==> src/rtl/fifo_uart_pkg.sv <==
// Shared types and helpers for the FIFO-fed UART transmitter.
// Optional even-parity bit is enabled by defining FIFO_UART_TX_PARITY_EN.
package fifo_uart_pkg;

   typedef enum logic [2:0] {
      StIdle,
      StPop,
      StWait,
      StStart,
      StData,
      StParity,
      StStop
   } state_e;

   localparam logic TX_IDLE = 1'b1;

   function automatic int unsigned calc_clks_per_bit(input int unsigned clk_freq_hz,
                                                     input int unsigned baud);
      return clk_freq_hz / baud;
   endfunction

endpackage

==> src/rtl/uart_baud_cnt.sv <==
// Bit-period counter: bit_end is high on the last cycle of each bit period.
// Holding clear restarts the period from zero.
module uart_baud_cnt #(
   parameter int unsigned CLKS_PER_BIT = 10
) (
   input  logic clk,
   input  logic rst,
   input  logic clear,
   output logic bit_end
);

   localparam int unsigned CntW = (CLKS_PER_BIT > 1) ? $clog2(CLKS_PER_BIT) : 1;
   localparam logic [CntW-1:0] CntLast = CntW'(CLKS_PER_BIT - 1);

   logic [CntW-1:0] cnt_q;

   always_ff @(posedge clk) begin
      if (rst || clear) begin
         cnt_q <= '0;
      end else if (cnt_q == CntLast) begin
         cnt_q <= '0;
      end else begin
         cnt_q <= cnt_q + CntW'(1);
      end
   end

   assign bit_end = (cnt_q == CntLast);

endmodule

==> src/rtl/fifo_uart_tx.sv <==
// Drains bytes from a FIFO and sends them LSB-first as 8N1 (or 8E1 when
// FIFO_UART_TX_PARITY_EN is defined) UART frames. All outputs are registered.
module fifo_uart_tx
   import fifo_uart_pkg::*;
#(
   parameter int unsigned DATA_WIDTH  = 8,
   parameter int unsigned CLK_FREQ_HZ = 100_000_000,
   parameter int unsigned BAUD        = 9600
) (
   input  logic                  clk,
   input  logic                  rst,
   input  logic [DATA_WIDTH-1:0] fifo_data,
   input  logic                  fifo_empty,
   output logic                  fifo_rd_en,
   output logic                  tx,
   output logic                  busy,
   output logic                  frame_done
);

   localparam int unsigned CLKS_PER_BIT = calc_clks_per_bit(CLK_FREQ_HZ, BAUD);
   localparam int unsigned IdxW = $clog2(DATA_WIDTH);
   localparam logic [IdxW-1:0] IdxLast = IdxW'(DATA_WIDTH - 1);

   state_e                state_q;
   logic [DATA_WIDTH-1:0] shift_q;
   logic [IdxW-1:0]       idx_q;
   logic                  tx_q;
   logic                  busy_q;
   logic                  rd_en_q;
   logic                  done_q;
   logic                  cnt_clear;
   logic                  bit_end;
`ifdef FIFO_UART_TX_PARITY_EN
   logic                  parity_q;
`endif

   // The counter only runs in the timed states, so it is always at zero on entry to START.
   assign cnt_clear = (state_q == StIdle) || (state_q == StPop) || (state_q == StWait);

   uart_baud_cnt #(
      .CLKS_PER_BIT(CLKS_PER_BIT)
   ) u_baud_cnt (
      .clk    (clk),
      .rst    (rst),
      .clear  (cnt_clear),
      .bit_end(bit_end)
   );

   always_ff @(posedge clk) begin
      if (rst) begin
         state_q <= StIdle;
         shift_q <= '0;
         idx_q   <= '0;
         tx_q    <= TX_IDLE;
         busy_q  <= 1'b0;
         rd_en_q <= 1'b0;
         done_q  <= 1'b0;
`ifdef FIFO_UART_TX_PARITY_EN
         parity_q <= 1'b0;
`endif
      end else begin
         rd_en_q <= 1'b0;
         done_q  <= 1'b0;
         case (state_q)
            StIdle: begin
               if (!fifo_empty) begin
                  state_q <= StPop;
                  rd_en_q <= 1'b1;
                  busy_q  <= 1'b1;
               end
            end
            StPop: begin
               state_q <= StWait;
            end
            StWait: begin
               shift_q <= fifo_data;
`ifdef FIFO_UART_TX_PARITY_EN
               parity_q <= ^fifo_data;
`endif
               tx_q    <= 1'b0;
               state_q <= StStart;
            end
            StStart: begin
               if (bit_end) begin
                  tx_q    <= shift_q[0];
                  shift_q <= shift_q >> 1;
                  idx_q   <= '0;
                  state_q <= StData;
               end
            end
            StData: begin
               if (bit_end) begin
                  if (idx_q == IdxLast) begin
`ifdef FIFO_UART_TX_PARITY_EN
                     tx_q    <= parity_q;
                     state_q <= StParity;
`else
                     tx_q    <= TX_IDLE;
                     state_q <= StStop;
`endif
                  end else begin
                     tx_q    <= shift_q[0];
                     shift_q <= shift_q >> 1;
                     idx_q   <= idx_q + IdxW'(1);
                  end
               end
            end
`ifdef FIFO_UART_TX_PARITY_EN
            StParity: begin
               if (bit_end) begin
                  tx_q    <= TX_IDLE;
                  state_q <= StStop;
               end
            end
`endif
            StStop: begin
               if (bit_end) begin
                  done_q <= 1'b1;
                  if (!fifo_empty) begin
                     state_q <= StPop;
                     rd_en_q <= 1'b1;
                  end else begin
                     state_q <= StIdle;
                     busy_q  <= 1'b0;
                  end
               end
            end
            default: begin
               state_q <= StIdle;
               tx_q    <= TX_IDLE;
               busy_q  <= 1'b0;
            end
         endcase
      end
   end

   assign fifo_rd_en = rd_en_q;
   assign tx         = tx_q;
   assign busy       = busy_q;
   assign frame_done = done_q;

endmodule

==> config.mk <==
export PLATFORM = sky130hd
export DESIGN_NAME = fifo_uart_tx
export DESIGN_NICKNAME = d
export VERILOG_FILES = /design/src/rtl/fifo_uart_pkg.sv /design/src/rtl/uart_baud_cnt.sv /design/src/rtl/fifo_uart_tx.sv
export SDC_FILE = /design/constraint.sdc
export NUM_CORES = 1
export LEC_CHECK = 0
export ABC_CLOCK_PERIOD_IN_PS = 1600
export CAP_MARGIN = 20
export CORE_ASPECT_RATIO = 0.7
export CORE_MARGIN = 10
export CORE_UTILIZATION = 30
export CTS_CLUSTER_SIZE = 40
export DETAILED_ROUTE_END_ITERATION = 16
export HOLD_SLACK_MARGIN = 0.08
export PLACE_DENSITY = 0.48
export SYNTH_ARGS = -nofsm -noshare
export SYNTH_HDL_FRONTEND = slang
export SYNTH_SLANG_ARGS = --single-unit
==> constraint.sdc <==
create_clock -name clk -period 1.6 [get_ports clk]
set_input_delay 0.24 -clock clk [delete_from_list [all_inputs] [get_ports clk]]
set_output_delay 0.24 -clock clk [all_outputs]
set_load 0.1 [all_outputs]
==> out/results.tsv <==
metric	value	unit
run status	finished, violations left	
failing checks	setup timing	
required time reported for the critical path endpoint	1810	ps
initial antenna violation count	0	
share of post-route cells with drive strength above 1	0.3482	
number of cells produced by synthesis	178	
Finished Cell Area	2306	µm²
Worst Setup Start Kind	flip-flop	
final critical-path setup slack	-31.66	ps
detailed-routing iteration count for the pre-antenna-repair pass	4	
final critical path time including I/O delays and setup	1632	ps
Detail Route Antenna Nets	0	
clock tree from TritonCTS	yes	
TritonCTS buffer count	5	
Worst setup EP type	flip-flop	
Async SR Flop Fraction	0	
antenna diode instance count	0	
Overall Global Routing Usage	0.09004	
number of synthesized flops with an enable pin	0	
vias per inst	4.834	
final number of hold-violating endpoints	0	
static leakage	0.8959	nW
quantity of I/O buffers inserted on ports	14	
Setup-failing EPs final	2	
highest net fanout along the worst path	7	
leading post-synthesis cells by cell area	dfxtp_1, nor2_4, xor2_1	
Rel. slew slack	0.7988	
width of the die	108.3	µm
number of warnings reported in the yosys synthesis log	0	
max-cap viol count	0	
path class of the lowest-slack min-delay path	reg2reg	
total number of clock tree sinks	32	
Worst R2R Setup Slack	-30	ps
startpoint of the most critical register-to-register path	state_q[0]	
sequential element share of the synthesized area	0.3911	
Iteration-0 DRC Markers	70	
end of the worst register-to-register path	shift_q[3]	
number of top-level design ports	15	
Post-Place Setup Slack	-27.97	ps
Syn-to-layout area delta	40.79	%
final hold slack	470.3	ps
maximum clock insertion buffer count	2	
Worst-Margin Slew	300.7	ps
largest clock skew in the final design	5.973	ps
area of the die	8862	µm²
setup repair after global routing missed its margin	yes	
post-synthesis cell type with the largest combined area	dfxtp_1	
H-tree lvl count	2	
initial core utilization	0.3115	
half-perimeter wire length after placement	2.542	mm
worst reg-to-reg path cell count	8	
height of the die	81.82	µm
area fraction of the dominant cell type after synthesis	0.3911	
root buffer cell	clkbuf_8	
number of max-slew violations in the final report	0	
number of nets at the end of the flow	237	
beginning of the worst hold path	idx_q[2]	
first-pass GRT wire length	6.437	mm
vias in the first global route	1419	
cell area after technology mapping	1638	µm²
dominant register cell in the synthesized netlist	dfxtp_1	
clock slew seen by the registers of the worst setup and hold paths	70	ps
Placed Instance Area	1979	µm²
endpoint with the worst hold slack	idx_q[2]	
post-route fraction of the period consumed by the critical path	1.020	
type of the worst setup path	reg2reg	
signal arrival time at the worst endpoint	1840	ps
PD cells	872.8	nW/µm²
weighted congestion at the end of routability-driven global placement	0.7806	
Worst Hold Depth	2	
upper clock frequency limit	612.9	MHz
routed len/inst	12.60	µm
total routed wirelength	3.729	mm
DR DRC count	0	
register bit total from synthesis	32	
Post-Syn Nets	192	
maximum number of pins on one net before global-route repair	13	
mean area per synthesized cell	9.201	µm²
clock latency reported for the late side of the worst-skew pair	280	ps
Std-Cell Core Area	5258	µm²
number of rows created at floorplan	22	
gr ovfl total	0	
IR drop worst, VDD	0.3919	mV
number of distinct library cells after synthesis	40	
routed vias	1431	
state kept, by name, indices dropped and copies added, names as in the netlist:
name,cells
idx_q,3
fifo_rd_en,1
u_baud_cnt.cnt_q,14
busy,1
tx,1
shift_q,8
frame_done,1
state_q,3
routing by layer:
layer,wire length [µm],track usage,share of wire
met5,0,0,0
met4,42,0.04068,0.011
met3,159,0.02580,0.043
met2,1815,0.1472,0.49
met1,1712,0.1086,0.46
stage by stage:
stage / utilization / instances / total power [W] / setup TNS [ps]
3_5_place_dp: 0.3765 / 272 / 0.001193 / -152.6
5_1_grt: 0.4386 / 296 / 0.002115 / -679.2
4_1_cts: 0.4179 / 291 / 0.002015 / -26.51
2_1_floorplan: - / 178 / 0.001076 / -636.6
3_3_place_gp: 0.3765 / 272 / 0.001187 / -6.480
6_report: 0.4386 / 296 / 0.002013 / -46.96
logic make-up (layout without fill, tap and decap cells):
logic type | after synthesis | after routing | share of synthesized area
AOI/OAI and AO/OA | 29 | 29 | 0.1215
xor gates and xnor gates | 12 | 12 | 0.06417
adders and majority gates | 3 | 3 | 0.02292
buffers and inverters | 15 | 61 | 0.06416
DFF | 32 | 32 | 0.3911
muxes | 8 | 8 | 0.04889
and+or+nand+nor | 79 | 79 | 0.2872
worst max-delay path: stages, from the launching register on:
cell and delay, ps:
dfxtp_4 370, buf_6 130, nor3b_4 180, buf_4 150, a21oi_4 40, o21a_4 250, buf_6 140, buf_4 130
a211oi_1 170
cells in the final DEF (no fill, tap or decap), drive strengths merged:
cell           netlist  final
nand4                7      7
and4                 3      3
bufinv               0      1
clkdlybuf4s50        0     10
nor4bb               1      1
a221oi               1      1
nor3b                1      1
a211oi               7      7
mux2i                8      8
inv                  3      3
o211ai               1      1
ha                   3      3
xor2                10     10
a21oi                9      9
o31a                 1      1
o21a                 1      1
o21ai                5      5
dfxtp               32     32
xnor2                2      2
nor4b                1      1
a31oi                2      2
nor3                 3      3
nor4                 2      2
nand2               14     14
and3                 3      3
nand3b               1      1
or3b                 1      1
clkinvlp             0      1
buf                  8     40
clkbuf               4      5
nor2b                5      5
or3                  2      2
clkinv               0      1
o22ai                2      2
nand2b               1      1
nand3                5      5
nor2                29     29
synthesized netlist by cell type (3+ instances only):
cell      count
dfxtp_1      32
nor2_1       19
nand2_1      14
xor2_1       10
a21oi_1       8
mux2i_1       8
nor2_4        8
a211oi_1      7
nand4_1       7
nand3_1       5
nor2b_1       5
o21ai_0       5
clkbuf_1      4
and3_1        3
buf_6         3
ha_1          3
inv_1         3
nor3_1        3
worst max-delay path by stage:
stage	slack, ps	cells past startpoint	end	startpoint
global route	-100	7	idx_q[0]	u_baud_cnt.cnt_q[1]
floorplan	-70	8	u_baud_cnt.cnt_q[0]	u_baud_cnt.cnt_q[0]
detailed placement	-30	6	u_baud_cnt.cnt_q[3]	u_baud_cnt.cnt_q[1]
finish	-30	8	shift_q[3]	state_q[0]
global placement	-6	6	u_baud_cnt.cnt_q[5]	u_baud_cnt.cnt_q[1]
CTS	-20	8	idx_q[0]	state_q[0]
timing repair:
item                       4_1_cts  5_1_grt
setup endpoints to repair       21       30
pin swaps                        3        7
setup buffers                   11        5
gates resized for setup          7       19
cloned                           0        0
hold buffers                     0        0
power by group:
group          internal (W)  switching [W]
clock network      0.000461       0.000320
registers          0.000834      0.0000304
logic              0.000173       0.000195
total               0.00147       0.000545
layout make-up:
type	count	area, µm²
clock buffers	5	68.82
well taps	72	90.09
fillers	507	2952
repair buffers	50	488.0
inverters	3	11.26
flip-flops and latches	32	648.1
multi-input cells	131	957.2
clock inverters	3	42.54
No activity file was read; power rests on OpenSTA's default activity.
